==> config.mk <==
export PLATFORM = sky130hd
export DESIGN_NAME = parout_monitor
export DESIGN_NICKNAME = d
export VERILOG_FILES = /design/src/rtl/parout_monitor.sv
export SDC_FILE = /design/constraint.sdc
export NUM_CORES = 1
export LEC_CHECK = 0
export ABC_AREA = 0
export CAP_MARGIN = 20
export CORE_UTILIZATION = 50
export CTS_CLUSTER_SIZE = 30
export DETAILED_ROUTE_END_ITERATION = 12
export PLACE_DENSITY_LB_ADDON = 0.12
export SLEW_MARGIN = 20
export SYNTH_ARGS = -nofsm -noshare
export SYNTH_HDL_FRONTEND = slang
export SYNTH_SLANG_ARGS = --single-unit
==> constraint.sdc <==
create_clock -name Clk_CI -period 6.18 [get_ports Clk_CI]
set_input_delay 1.545 -clock Clk_CI [delete_from_list [all_inputs] [get_ports Clk_CI]]
set_output_delay 1.545 -clock Clk_CI [all_outputs]
set_load 0.1 [all_outputs]
==> src/rtl/parout_monitor.sv <==
// Parallel-out checker: captures CPU output words into a FIFO, compares them in order
// against a reference stream and registers a pass/fail verdict after a drain window.
module parout_monitor #(
   parameter int unsigned DATA_W       = 8,
   parameter int unsigned FIFO_DEPTH   = 16,
   parameter int unsigned DRAIN_CYCLES = 5,
   parameter int unsigned CNT_W        = 16
) (
   input  logic              Clk_CI,
   input  logic              Rst_RI,
   input  logic [DATA_W-1:0] ParO_DI,
   input  logic              ParO_valid_SI,
   input  logic              EoC_SI,
   input  logic [DATA_W-1:0] Ref_DI,
   input  logic              Ref_valid_SI,
   input  logic              Ref_last_SI,
   output logic              Ref_ready_SO,
   output logic              Done_SO,
   output logic              Pass_SO,
   output logic              Overflow_SO,
   output logic [CNT_W-1:0]  ByteCnt_DO,
   output logic [CNT_W-1:0]  MismatchCnt_DO,
   output logic [CNT_W-1:0]  FirstErrIdx_DO
);

   localparam int unsigned AW   = $clog2(FIFO_DEPTH);
   localparam int unsigned DC_W = (DRAIN_CYCLES < 2) ? 1 : $clog2(DRAIN_CYCLES + 1);

   localparam logic [AW:0]      FIFO_FULL  = (AW + 1)'(FIFO_DEPTH);
   localparam logic [AW:0]      FIFO_ONE   = (AW + 1)'(1);
   localparam logic [AW-1:0]    PTR_ONE    = AW'(1);
   localparam logic [DC_W-1:0]  DRAIN_LOAD = DC_W'(DRAIN_CYCLES);
   localparam logic [DC_W-1:0]  DRAIN_ONE  = DC_W'(1);
   localparam logic [CNT_W-1:0] CNT_ONE    = CNT_W'(1);

   typedef enum logic [1:0] {
      ST_RUN   = 2'd0,
      ST_DRAIN = 2'd1,
      ST_CHECK = 2'd2,
      ST_DONE  = 2'd3
   } state_e;

   state_e              state_q, state_d;
   logic [DC_W-1:0]     drain_q, drain_d;
   logic [DATA_W-1:0]   mem_q [FIFO_DEPTH];
   logic [AW-1:0]       wr_ptr_q, wr_ptr_d;
   logic [AW-1:0]       rd_ptr_q, rd_ptr_d;
   logic [AW:0]         cnt_q, cnt_d;
   logic                ovf_q, ovf_d;
   logic                ref_done_q, ref_done_d;
   logic                err_seen_q, err_seen_d;
   logic                done_q, done_d;
   logic                pass_q, pass_d;
   logic [CNT_W-1:0]    byte_q, byte_d;
   logic [CNT_W-1:0]    mism_q, mism_d;
   logic [CNT_W-1:0]    first_q, first_d;

   logic capture_s, pop_s, push_s, drop_s, full_s, mism_s;

   // Handshake: pop only while a word is buffered and the reference stream is still open.
   always_comb begin
      full_s    = (cnt_q == FIFO_FULL);
      capture_s = ParO_valid_SI && ((state_q == ST_RUN) || (state_q == ST_DRAIN));
      pop_s     = (cnt_q != '0) && Ref_valid_SI && !ref_done_q && (state_q != ST_DONE);
      push_s    = capture_s && (!full_s || pop_s);
      drop_s    = capture_s && full_s && !pop_s;
      mism_s    = pop_s && (mem_q[rd_ptr_q] != Ref_DI);
   end

   assign Ref_ready_SO = pop_s;

   // Phase sequencing; the drain counter reaching zero after its last decrement ends DRAIN.
   always_comb begin
      state_d = state_q;
      drain_d = drain_q;
      case (state_q)
         ST_RUN: begin
            if (EoC_SI) begin
               if (DRAIN_LOAD == '0) begin
                  state_d = ST_CHECK;
               end else begin
                  state_d = ST_DRAIN;
                  drain_d = DRAIN_LOAD;
               end
            end else begin
               state_d = ST_RUN;
            end
         end
         ST_DRAIN: begin
            drain_d = drain_q - DRAIN_ONE;
            if (drain_q <= DRAIN_ONE) begin
               state_d = ST_CHECK;
            end else begin
               state_d = ST_DRAIN;
            end
         end
         ST_CHECK: state_d = ST_DONE;
         ST_DONE:  state_d = ST_DONE;
         default:  state_d = ST_RUN;
      endcase
   end

   // FIFO bookkeeping, compare counters and verdict.
   always_comb begin
      wr_ptr_d   = push_s ? (wr_ptr_q + PTR_ONE) : wr_ptr_q;
      rd_ptr_d   = pop_s  ? (rd_ptr_q + PTR_ONE) : rd_ptr_q;
      case ({push_s, pop_s})
         2'b10:   cnt_d = cnt_q + FIFO_ONE;
         2'b01:   cnt_d = cnt_q - FIFO_ONE;
         default: cnt_d = cnt_q;
      endcase
      ovf_d      = ovf_q || drop_s;
      ref_done_d = ref_done_q || (pop_s && Ref_last_SI);
      byte_d     = pop_s ? (byte_q + CNT_ONE) : byte_q;
      if (mism_s && (mism_q != '1)) begin
         mism_d = mism_q + CNT_ONE;
      end else begin
         mism_d = mism_q;
      end
      if (mism_s && !err_seen_q) begin
         first_d    = byte_q;
         err_seen_d = 1'b1;
      end else begin
         first_d    = first_q;
         err_seen_d = err_seen_q;
      end
      if (state_q == ST_CHECK) begin
         done_d = 1'b1;
         pass_d = (mism_q == '0) && !ovf_q && (cnt_q == '0) && ref_done_q;
      end else begin
         done_d = done_q;
         pass_d = pass_q;
      end
   end

   // Control and status registers.
   always_ff @(posedge Clk_CI) begin
      if (Rst_RI) begin
         state_q    <= ST_RUN;
         drain_q    <= '0;
         wr_ptr_q   <= '0;
         rd_ptr_q   <= '0;
         cnt_q      <= '0;
         ovf_q      <= 1'b0;
         ref_done_q <= 1'b0;
         err_seen_q <= 1'b0;
         done_q     <= 1'b0;
         pass_q     <= 1'b0;
         byte_q     <= '0;
         mism_q     <= '0;
         first_q    <= '1;
      end else begin
         state_q    <= state_d;
         drain_q    <= drain_d;
         wr_ptr_q   <= wr_ptr_d;
         rd_ptr_q   <= rd_ptr_d;
         cnt_q      <= cnt_d;
         ovf_q      <= ovf_d;
         ref_done_q <= ref_done_d;
         err_seen_q <= err_seen_d;
         done_q     <= done_d;
         pass_q     <= pass_d;
         byte_q     <= byte_d;
         mism_q     <= mism_d;
         first_q    <= first_d;
      end
   end

   // Capture storage; contents are qualified by the pointers, so no reset is needed.
   always_ff @(posedge Clk_CI) begin
      if (push_s) begin
         mem_q[wr_ptr_q] <= ParO_DI;
      end
   end

   assign Done_SO        = done_q;
   assign Pass_SO        = pass_q;
   assign Overflow_SO    = ovf_q;
   assign ByteCnt_DO     = byte_q;
   assign MismatchCnt_DO = mism_q;
   assign FirstErrIdx_DO = first_q;

endmodule

# Word level (Yosys, flattened, before mapping)

Memory sizes are Yosys's and may differ from the RTL's. A register that Yosys moved wholly into a read port is not among the register bits.
Index checks and enable logic that the tools add are counted.

Bits in registers: 71
Latch bits: 0
RAM bits: 128
Memory bits (read-only): 0
Bits of input ports: 22
Output and inout port bits: 52
Word-level logic and storage cells: 73
Memories kept: 1

$add $sub $neg: 7
$mul: 0
Divide/modulo/power cells: 0
Order comparisons: 1
Eq/ne operators: 10
Shift-type cells: 0
Muxes and demuxes: 10
Bitwise gates (word level): 0
Reductions and logical operators: 31

Memory list:

| name  | words | width | rd ports | clocked after memory_dff | wr ports | line | text |
|---|---|---|---|---|---|---|---|
| mem_q | 16    | 8     | 1        | 1                        | 1        | 45   | `logic [DATA_W-1:0] mem_q [FIFO_DEPTH];` |

Operator list:

| operator                                                               | number |
|---|---|
| 16-bit by 1-bit adder with 16-bit output (second input constant)       | 2 |
| 16-bit logical NOT                                                     | 1 |
| 16-bit inequality test (second input constant)                         | 1 |
| 1-bit logical AND                                                      | 14 |
| 5-bit one-hot mux with 2 select lines                                  | 1 |
| 4-bit by 1-bit adder with 4-bit output (second input constant)         | 2 |
| 4-bit two-way mux                                                      | 2 |
| 8-bit inequality test                                                  | 1 |
| 2-bit == test (second input constant)                                  | 3 |
| 2-bit one-hot mux with 3 select lines                                  | 1 |
| 3-bit one-hot mux with 2 select lines                                  | 1 |
| 5-bit by 1-bit adder with 5-bit output (second input constant)         | 1 |
| 5-bit == test (second input constant)                                  | 1 |
| 1-bit logical NOT                                                      | 5 |
| 5-bit logical NOT                                                      | 1 |
| 5-bit nonzero test                                                     | 1 |
| 5-bit by 1-bit subtractor with 5-bit output (second input constant)    | 1 |
| 2-bit by 1-bit == test with 1-bit output (second input constant)       | 2 |
| 1-bit logical OR                                                       | 4 |
| 2-bit inequality test (second input constant)                          | 2 |
| 2-bit nonzero test                                                     | 2 |
| 3-bit by 1-bit <= comparator with 1-bit output (second input constant) | 1 |
| 1-bit two-way mux                                                      | 3 |
| 3-bit two-way mux                                                      | 1 |
| 5 further kinds                                                        | 5 |

# Logic depth before layout (Yosys ltp)

Gate-level depths: netlist of run 1.

Depth in word-level cells: 8
Depth in mapped cells: 15
Gate-level depth less buffers: 13

# Worst setup path before layout of run 1

OpenSTA, ideal clock, no wires.

Path type: input to register
From: input port Ref_valid_SI
To: register cnt_q[4]
Setup time: 0.128 ns
Arrival: 3.949 ns
Path slack: 2.104 ns
Stages on the path: 13
Buffers on the path: 1
Path through: o2111ai_2 > inv_2 > buf_2 > nand2_1 > inv_1 > xor2_1 > ha_1 > or2_2 > a21oi_1 > o21bai_1 > mux2i_1 > xnor2_1 > nor2_1

Longest elaborated chain between the ends: 7
Elaborated cells between the ends (all ways): 9
Those cells by class: 2 x eq/ne; 1 x mux; 6 x reduce/logical

RTL lines:

| item                                                                        | line | text |
|---|---|---|
| start, declared                                                             | 15   | `input logic Ref_valid_SI,` |
| 1-bit logical AND (*) (3 in series)                                         | 64   | `pop_s = (cnt_q != '0) && Ref_valid_SI && !ref_done_q && (state_q != ST_DONE);` |
| via Ref_ready_SO                                                            | 17   | `output logic Ref_ready_SO,` |
| 1-bit logical OR                                                            | 65   | `push_s = capture_s && (!full_s \|\| pop_s);` |
| 1-bit logical AND                                                           | 65   |  |
| 2-bit by 1-bit == test with 1-bit output or 2-bit == test (tied branches)   | 107  | `case ({push_s, pop_s})` |
| 5-bit one-hot mux with 2 select lines or 2-bit nonzero test (tied branches) | --   |  |
| end signal, assigned                                                        | 157  | `cnt_q <= cnt_d;` |
| end, declared                                                               | 48   | `logic [AW:0] cnt_q, cnt_d;` |

Mark *: on every way through the listed nets, which the timed path passes. The rest lies on a longest branch.
A chain may end at the register's enable or synchronous reset.

# Worst setup path after layout of run 1

From: input port Ref_valid_SI
To: output port Ref_ready_SO

Longest elaborated chain between the ends: 3

RTL lines:

| item                            | line |
|---|---|
| 1-bit logical AND (3 in series) | 64 |
| end, declared                   | 17 |

Every way passes these cells.

==> results.py, run 1 <==
metrics = {
    "run_status": {
        "status": "complete, no violations",
    },
    "synth": {
        "seq_area_frac_synth_pct": 62.3,
        "synth_seq_cells": 203,
        "synth_xor_area_share_pct": 3.98,
        "synthArstFlopShare_pct": 0,
        "synth.most_common_cell": "edfxtp_1",
        "ys_warn_count": 0,
        "synth_top_family_by_area": "multiplexers",
        "synthMuxAreaShare_pct": 13.4,
        "synth_edf_count": 128,
        "yosys.area_share.simple_pct": 11.6,
        "postSynthCellCount": 635,
        "synth_common_cells": "edfxtp_1 (128), nor2_1 (99), dfxtp_1 (75), mux2i_1 (43), nand2_1 (31)",
        "synth_top_area_cell": "edfxtp_1",
        "synth_ff_type": "edfxtp_1",
        "synth_compound_gate_area_share_pct": 4.19,
        "syn_area_mm2": 0.00857,
        "yosys-top-cells-area": "edfxtp_1 (45%), dfxtp_1 (18%), mux4_2 (7.6%)",
        "synth_top_area_share_pct": 44.8,
        "synth.distinct_cells": 56,
        "synth_fp_nets": 668,
        "avgSynthCellArea_um2": 13.5,
        "synthAdderAreaFrac_pct": 1.61,
    },
    "layout": {
        "drive_gt1_share_pct": 11.8,
        "nFillCells": 1299,
        "nets": 742,
        "n_antenna_cell": 0,
        "fin_cells": 943,
        "syn2layout_area_growth_pct": 18.0,
    },
    "clocking": {
        "ctsResizeCount": 0,
        "cts_tree": "yes",
        "cts_setup_buffers": 0,
        "cts_buffer_depth": 3,
        "h-tree-depth": 1,
        "cts_buffers": 21,
        "insertion_delay_ns": 0.49,
        "cts_hold_buf": 0,
        "cts.sinks": 203,
        "cts-root-buf": "clkbuf_16",
        "path_clk_slew_ns": 0.06,
    },
    "grt": {
        "track_usage_pct": 19.9,
        "grt_antenna_before_repair": 0,
        "grt_max_degree": 54,
        "grt_first_pass_wirelength_um": 27400,
        "grt_pass1_vias": 5267,
        "gr-total-overflow": 0,
    },
    "sta": {
        "whs_ns": 0.487,
        "worst_slew_pin_slew_ns": 1.03,
        "tns_ns": 0,
        "rsz0062_at_grt": "no",
        "fin_skew_ns": 0.0144,
        "finalSetupViolCount": 0,
        "timing.final.crit_share_pct": 75.3,
        "slew_headroom_pct": 31.2,
        "timing.final.crit_period_ns": 4.65,
        "finalHoldViolCount": 0,
        "slew_violations": 0,
        "fmax_ghz": 0.215,
    },
    "place": {
        "io_buffers": 73,
        "dp_hpwl_um": 10900,
        "gp_congestion": 0.785,
        "dp_cells": 906,
    },
    "detailed_routing": {
        "drc": 0,
        "routedWlPerCell_um": 18.1,
        "ant_nets": 0,
        "viasPerCell": 5.49,
        "drtIter0Drc": 375,
        "dr.pass1.iters": 4,
        "dr_total_vias": 5175,
        "wirelength_um": 17000,
    },
    "die": {
        "core-area_mm2": 0.0166,
        "chipHeight_um": 133,
        "ioPinCount": 74,
        "die_area_mm2": 0.0177,
        "fp.dieW_um": 133,
        "rows": 47,
        "start_util_pct": 51.5,
    },
    "setup_path": {
        "cp_num_buf_inv": 3,
        "crit_required_ns": 4.64,
        "startpoint_type": "input pin",
        "ff2ff_path_depth": 11,
        "worst_setup_path_end_kind": "output pin",
        "cp_num_cells": 4,
        "crit_path_top_delay_cell": "clkdlybuf4s50_1",
        "cp_slowest_stage_delay_ns": 0.49,
        "crit_type": "in -> out",
        "worstPathCellList": "clkdlybuf4s50_1, o2111ai_2, inv_2, buf_4",
        "crit_family": "buffers and inverters",
        "arrival_ns": 3.11,
        "cp_max_fo": 11,
    },
    "power_and_ir_drop": {
        "cell_internal_pwr_w": 0.00266,
        "powerDensity_mw_per_mm2": 404,
        "pwr-share-comb_pct": 29.2,
        "p_leak_nw": 3.40,
        "switchingPower_w": 0.00143,
        "clockPowerShare_pct": 29.8,
        "seqPwrFrac_pct": 41.0,
        "ir_drop_mv": 0.572,
        "swShare_pct": 34.9,
        "total_power_w": 0.00409,
    },
    "worst_hold_path": {
        "whs_path_depth": 2,
        "holdCritPathClass": "reg -> reg",
    },
    "flow_run": {
        "drv_cap": 0,
    },
}
==> kinds of logic after synthesis <==
logic type	count (synthesis)
xor+xnor	39
flops	203
buf+inv	45
fa+ha+maj	11
compound gates	56
simple gates	204
mux	77
==> registers in the layout (all words and copies together) (netlist names), named ones only <==
name and flops:
Overflow_SO 1, rd_ptr_q 4, wr_ptr_q 4, state_q 2
cnt_q 5, FirstErrIdx_DO 16, err_seen_q 1, drain_q 3
ByteCnt_DO 16, Pass_SO 1, ref_done_q 1, MismatchCnt_DO 16
Done_SO 1, mem_q 128
==> power groups by stage <==
stage                     Sequential [W]  Clock (W)  Combinational, W
final                            0.00168    0.00122           0.00119
after global routing             0.00170    0.00131           0.00126
after CTS                        0.00168    0.00124           0.00120
after detailed placement         0.00171          0           0.00120
after global placement           0.00170          0           0.00118
after floorplan                  0.00209          0          0.000555
==> final timing paths <==
kind | from | slack [ns] | to
setup / recovery | Ref_valid_SI | 1.53 | Ref_ready_SO
hold / removal | Done_SO$_SDFFE_PP0P_ | 0.49 | Done_SO$_SDFFE_PP0P_
setup reg to reg | flip-flop | 2.23 | MismatchCnt_DO[15]$_SDFFE_PP0P_
hold reg to reg | Done_SO$_SDFFE_PP0P_ | 0.49 | Done_SO$_SDFFE_PP0P_
==> worst min-delay path, delay by kind of cell (launching register included) <==
kind	cells	cell delay, ns
DFF	1	0.33
and+or+nand+nor	2	0.12
==> metal layers <==
layer  vias up  global-route usage [%]  part of all wire (%)
met5         -                       0                     0
met4         0                    6.00                   1.6
met3        21                    2.68                   4.4
met2       116                    34.6                    50
met1      2549                    26.0                    44
li1       2489                       -                     -
==> through the flow <==
stage               utilization, %  cell area [um2]  worst slack [ns]
floorplan                        -             8570              2.10
global placement              56.8             9450              1.52
detailed placement            56.8             9460              1.51
CTS                           60.8            10100              1.50
global route                  60.8            10100              1.43
finish                        60.8            10100              1.53
==> cell usage in the layout (no fill, tap or decap), types with 3 or more instances in the layout <==
cell	n
edfxtp_1	128
nor2_1	99
dfxtp_1	74
clkdlybuf4s50_1	71
mux2i_1	43
nand2_1	31
mux4_2	29
xor2_1	28
a21oi_1	21
clkbuf_16	21
inv_1	12
xnor2_1	11
ha_1	11
buf_4	10
nand3_1	9
o21ai_0	9
and3_1	8
or4_1	7
nor4_1	7
nor2b_1	7
nand4_1	7
o31ai_1	6
clkbuf_1	6
nor3_1	5
or3_1	5
nand2b_1	4
o21ai_1	3
a211oi_1	3
==> area by class of cell <==
cell class	count	area (um2)	share of cell area, %
sequential	203	5350	52.8
clock buffer	28	562	5.55
inverter	13	48.8	0.482
multi-input combinational	387	2980	29.5
timing repair buffer	83	802	7.93
tap	220	275	2.72
clock inverter	9	101	1.00
(Power assumes the default switching activity.)
==> inputs of run 2 (changes only) <==
Clock period 6.18 ns to 4.41 ns, I/O delays scaled along.
==> run 2 against run 1 <==
Non-clock buffer count is 17 higher. Utilization is 0.97 points higher. Die area stayed put. Worst hold slack worse by 0.012 ns. Count of clock-buffer cells in the layout stayed put. Sequential share of layout area is 0.83 points lower. Highest routed layer unchanged. Routed wire length is 0.82% lower. Global-route usage hardly changed. Register-to-register slack worse by 1.3 ns. Critical path depth is 5 higher. Clock skew is 0.0081 ns lower. Final area is 1.6% higher.
==> results.py, run 2 (synthesized netlist as in run 1, its figures left out) <==
metrics = {
    "sta": {
        "timing.final.crit_period_ns": 3.50,
        "worst_slew_pin_slew_ns": 0.988,
        "tns_ns": 0,
        "layout_setup_ws_ns": 0.908,
        "timing.final.crit_share_pct": 79.4,
        "rsz0062_at_grt": "no",
        "finalSetupViolCount": 0,
        "fin_skew_ns": 0.00629,
        "fmax_ghz": 0.286,
        "finalHoldViolCount": 0,
        "slew_violations": 0,
        "slew_headroom_pct": 33.9,
    },
    "clocking": {
        "h-tree-depth": 1,
        "cts_hold_buf": 0,
        "cts_buffer_depth": 3,
        "path_clk_slew_ns": 0.06,
        "ctsResizeCount": 0,
        "insertion_delay_ns": 0.50,
        "cts_tree": "yes",
        "cts-root-buf": "clkbuf_16",
        "cts_buffers": 22,
        "cts.sinks": 203,
        "cts_setup_buffers": 0,
    },
    "layout": {
        "largest_reg_flops": 128,
        "syn2layout_area_growth_pct": 19.9,
        "final_common_cell": "edfxtp_1",
        "top_register": "mem_q",
        "n_antenna_cell": 0,
        "nets": 760,
        "drive_gt1_share_pct": 14.1,
        "final_cell_mix": "edfxtp_1 (128), nor2_1 (99), dfxtp_1 (74)",
    },
    "worst_hold_path": {
        "hp-start": "Done_SO$_SDFFE_PP0P_",
        "holdCritPathClass": "reg -> reg",
    },
    "setup_path": {
        "worstPathCellList": "mux4_2, mux2i_1, xor2_1, and4_1, o22ai_1, nor4_4, buf_4, or3b_2, mux2_2",
        "cp_max_fo": 30,
        "worst_setup_path_end_kind": "flip-flop",
        "crit_type": "reg -> reg",
        "crit_path_top_delay_cell": "dfxtp_1",
        "startpoint_type": "flip-flop",
        "cp_slowest_stage_delay_ns": 0.81,
        "crit_required_ns": 4.79,
        "arrival_ns": 3.89,
    },
    "power_and_ir_drop": {
        "powerDensity_mw_per_mm2": 565,
        "ir_drop_mv": 0.562,
        "p_leak_nw": 3.51,
    },
    "die": {
        "start_util_pct": 51.5,
        "chipHeight_um": 133,
        "core-area_mm2": 0.0166,
        "ioPinCount": 74,
        "fp.dieW_um": 133,
        "rows": 47,
        "die_area_mm2": 0.0177,
    },
    "flow_run": {
        "drv_cap": 0,
    },
    "detailed_routing": {
        "drc": 0,
        "routedWlPerCell_um": 17.5,
        "ant_nets": 0,
        "wirelength_um": 16900,
        "dr_total_vias": 5222,
        "viasPerCell": 5.42,
        "dr.pass1.iters": 5,
        "drtIter0Drc": 297,
    },
    "place": {
        "dp_hpwl_um": 11000,
        "pre_cts_slack_ns": 0.656,
        "io_buffers": 73,
        "gp_congestion": 0.834,
    },
    "grt": {
        "gr-total-overflow": 0,
        "grt_first_pass_wirelength_um": 27400,
        "grt_antenna_before_repair": 0,
        "grt_pass1_vias": 5360,
        "grt_max_degree": 46,
        "track_usage_pct": 19.9,
    },
    "run_status": {
        "status": "complete, no violations",
    },
}
==> run 2: final cells by class <==
cell class / instances / area, um2
clock buffers: 28 / 594
repair buffers: 100 / 938
inverters: 13 / 48.8
well taps: 220 / 275
clock inverters: 12 / 98.8
fillers: 1333 / 6360
multi-input cells: 387 / 2980
flip-flops and latches: 203 / 5350
==> run 2: per-layer routing <==
layer  global-route usage (%)  vias up  part of all wire, %
li1                         -     2527                    -
met1                     26.0     2549                   44
met2                     33.7      116                   49
met3                     3.37       30                  5.1
met4                     6.77        0                  2.4
met5                        0        -                    0
==> run 2: worst max-delay path: cells and delay by family (launching register included) <==
family	cells	cell delay [ns]
muxes	3	1.18
DFF	1	0.81
and+or+nand+nor	3	0.76
buffers and inverters	1	0.36
xor gates and xnor gates	1	0.17
AOI/OAI and AO/OA	1	0.11
==> run 2: final timing paths <==
path / to / cells after the start / slack (ns)
setup / recovery: MismatchCnt_DO[2]$_SDFFE_PP0P_ / 9 / 0.91
hold / removal: Done_SO$_SDFFE_PP0P_ / 2 / 0.47
setup reg to reg: MismatchCnt_DO[2]$_SDFFE_PP0P_ / 9 / 0.91
hold reg to reg: Done_SO$_SDFFE_PP0P_ / 2 / 0.47
==> run 2: metrics by stage <==
stage          total power (W)  instance area [um2]  utilization [%]  hold slack, ns  instances
2_1_floorplan          0.00371                 8570                -           0.458        635
3_3_place_gp           0.00409                 9590             57.6           0.460        923
3_5_place_dp           0.00411                 9590             57.6           0.470        923
4_1_cts                0.00587                10300             61.8           0.482        963
5_1_grt                0.00605                10300             61.8           0.498        963
6_report               0.00581                10300             61.8           0.475        963
==> run 2: report_power, final <==
group | internal [W] | leakage [nW] | switching [W]
combinational | 0.000565 | 1.41 | 0.00118
sequential | 0.00218 | 1.77 | 0.000131
clock | 0.00102 | 0.333 | 0.000722
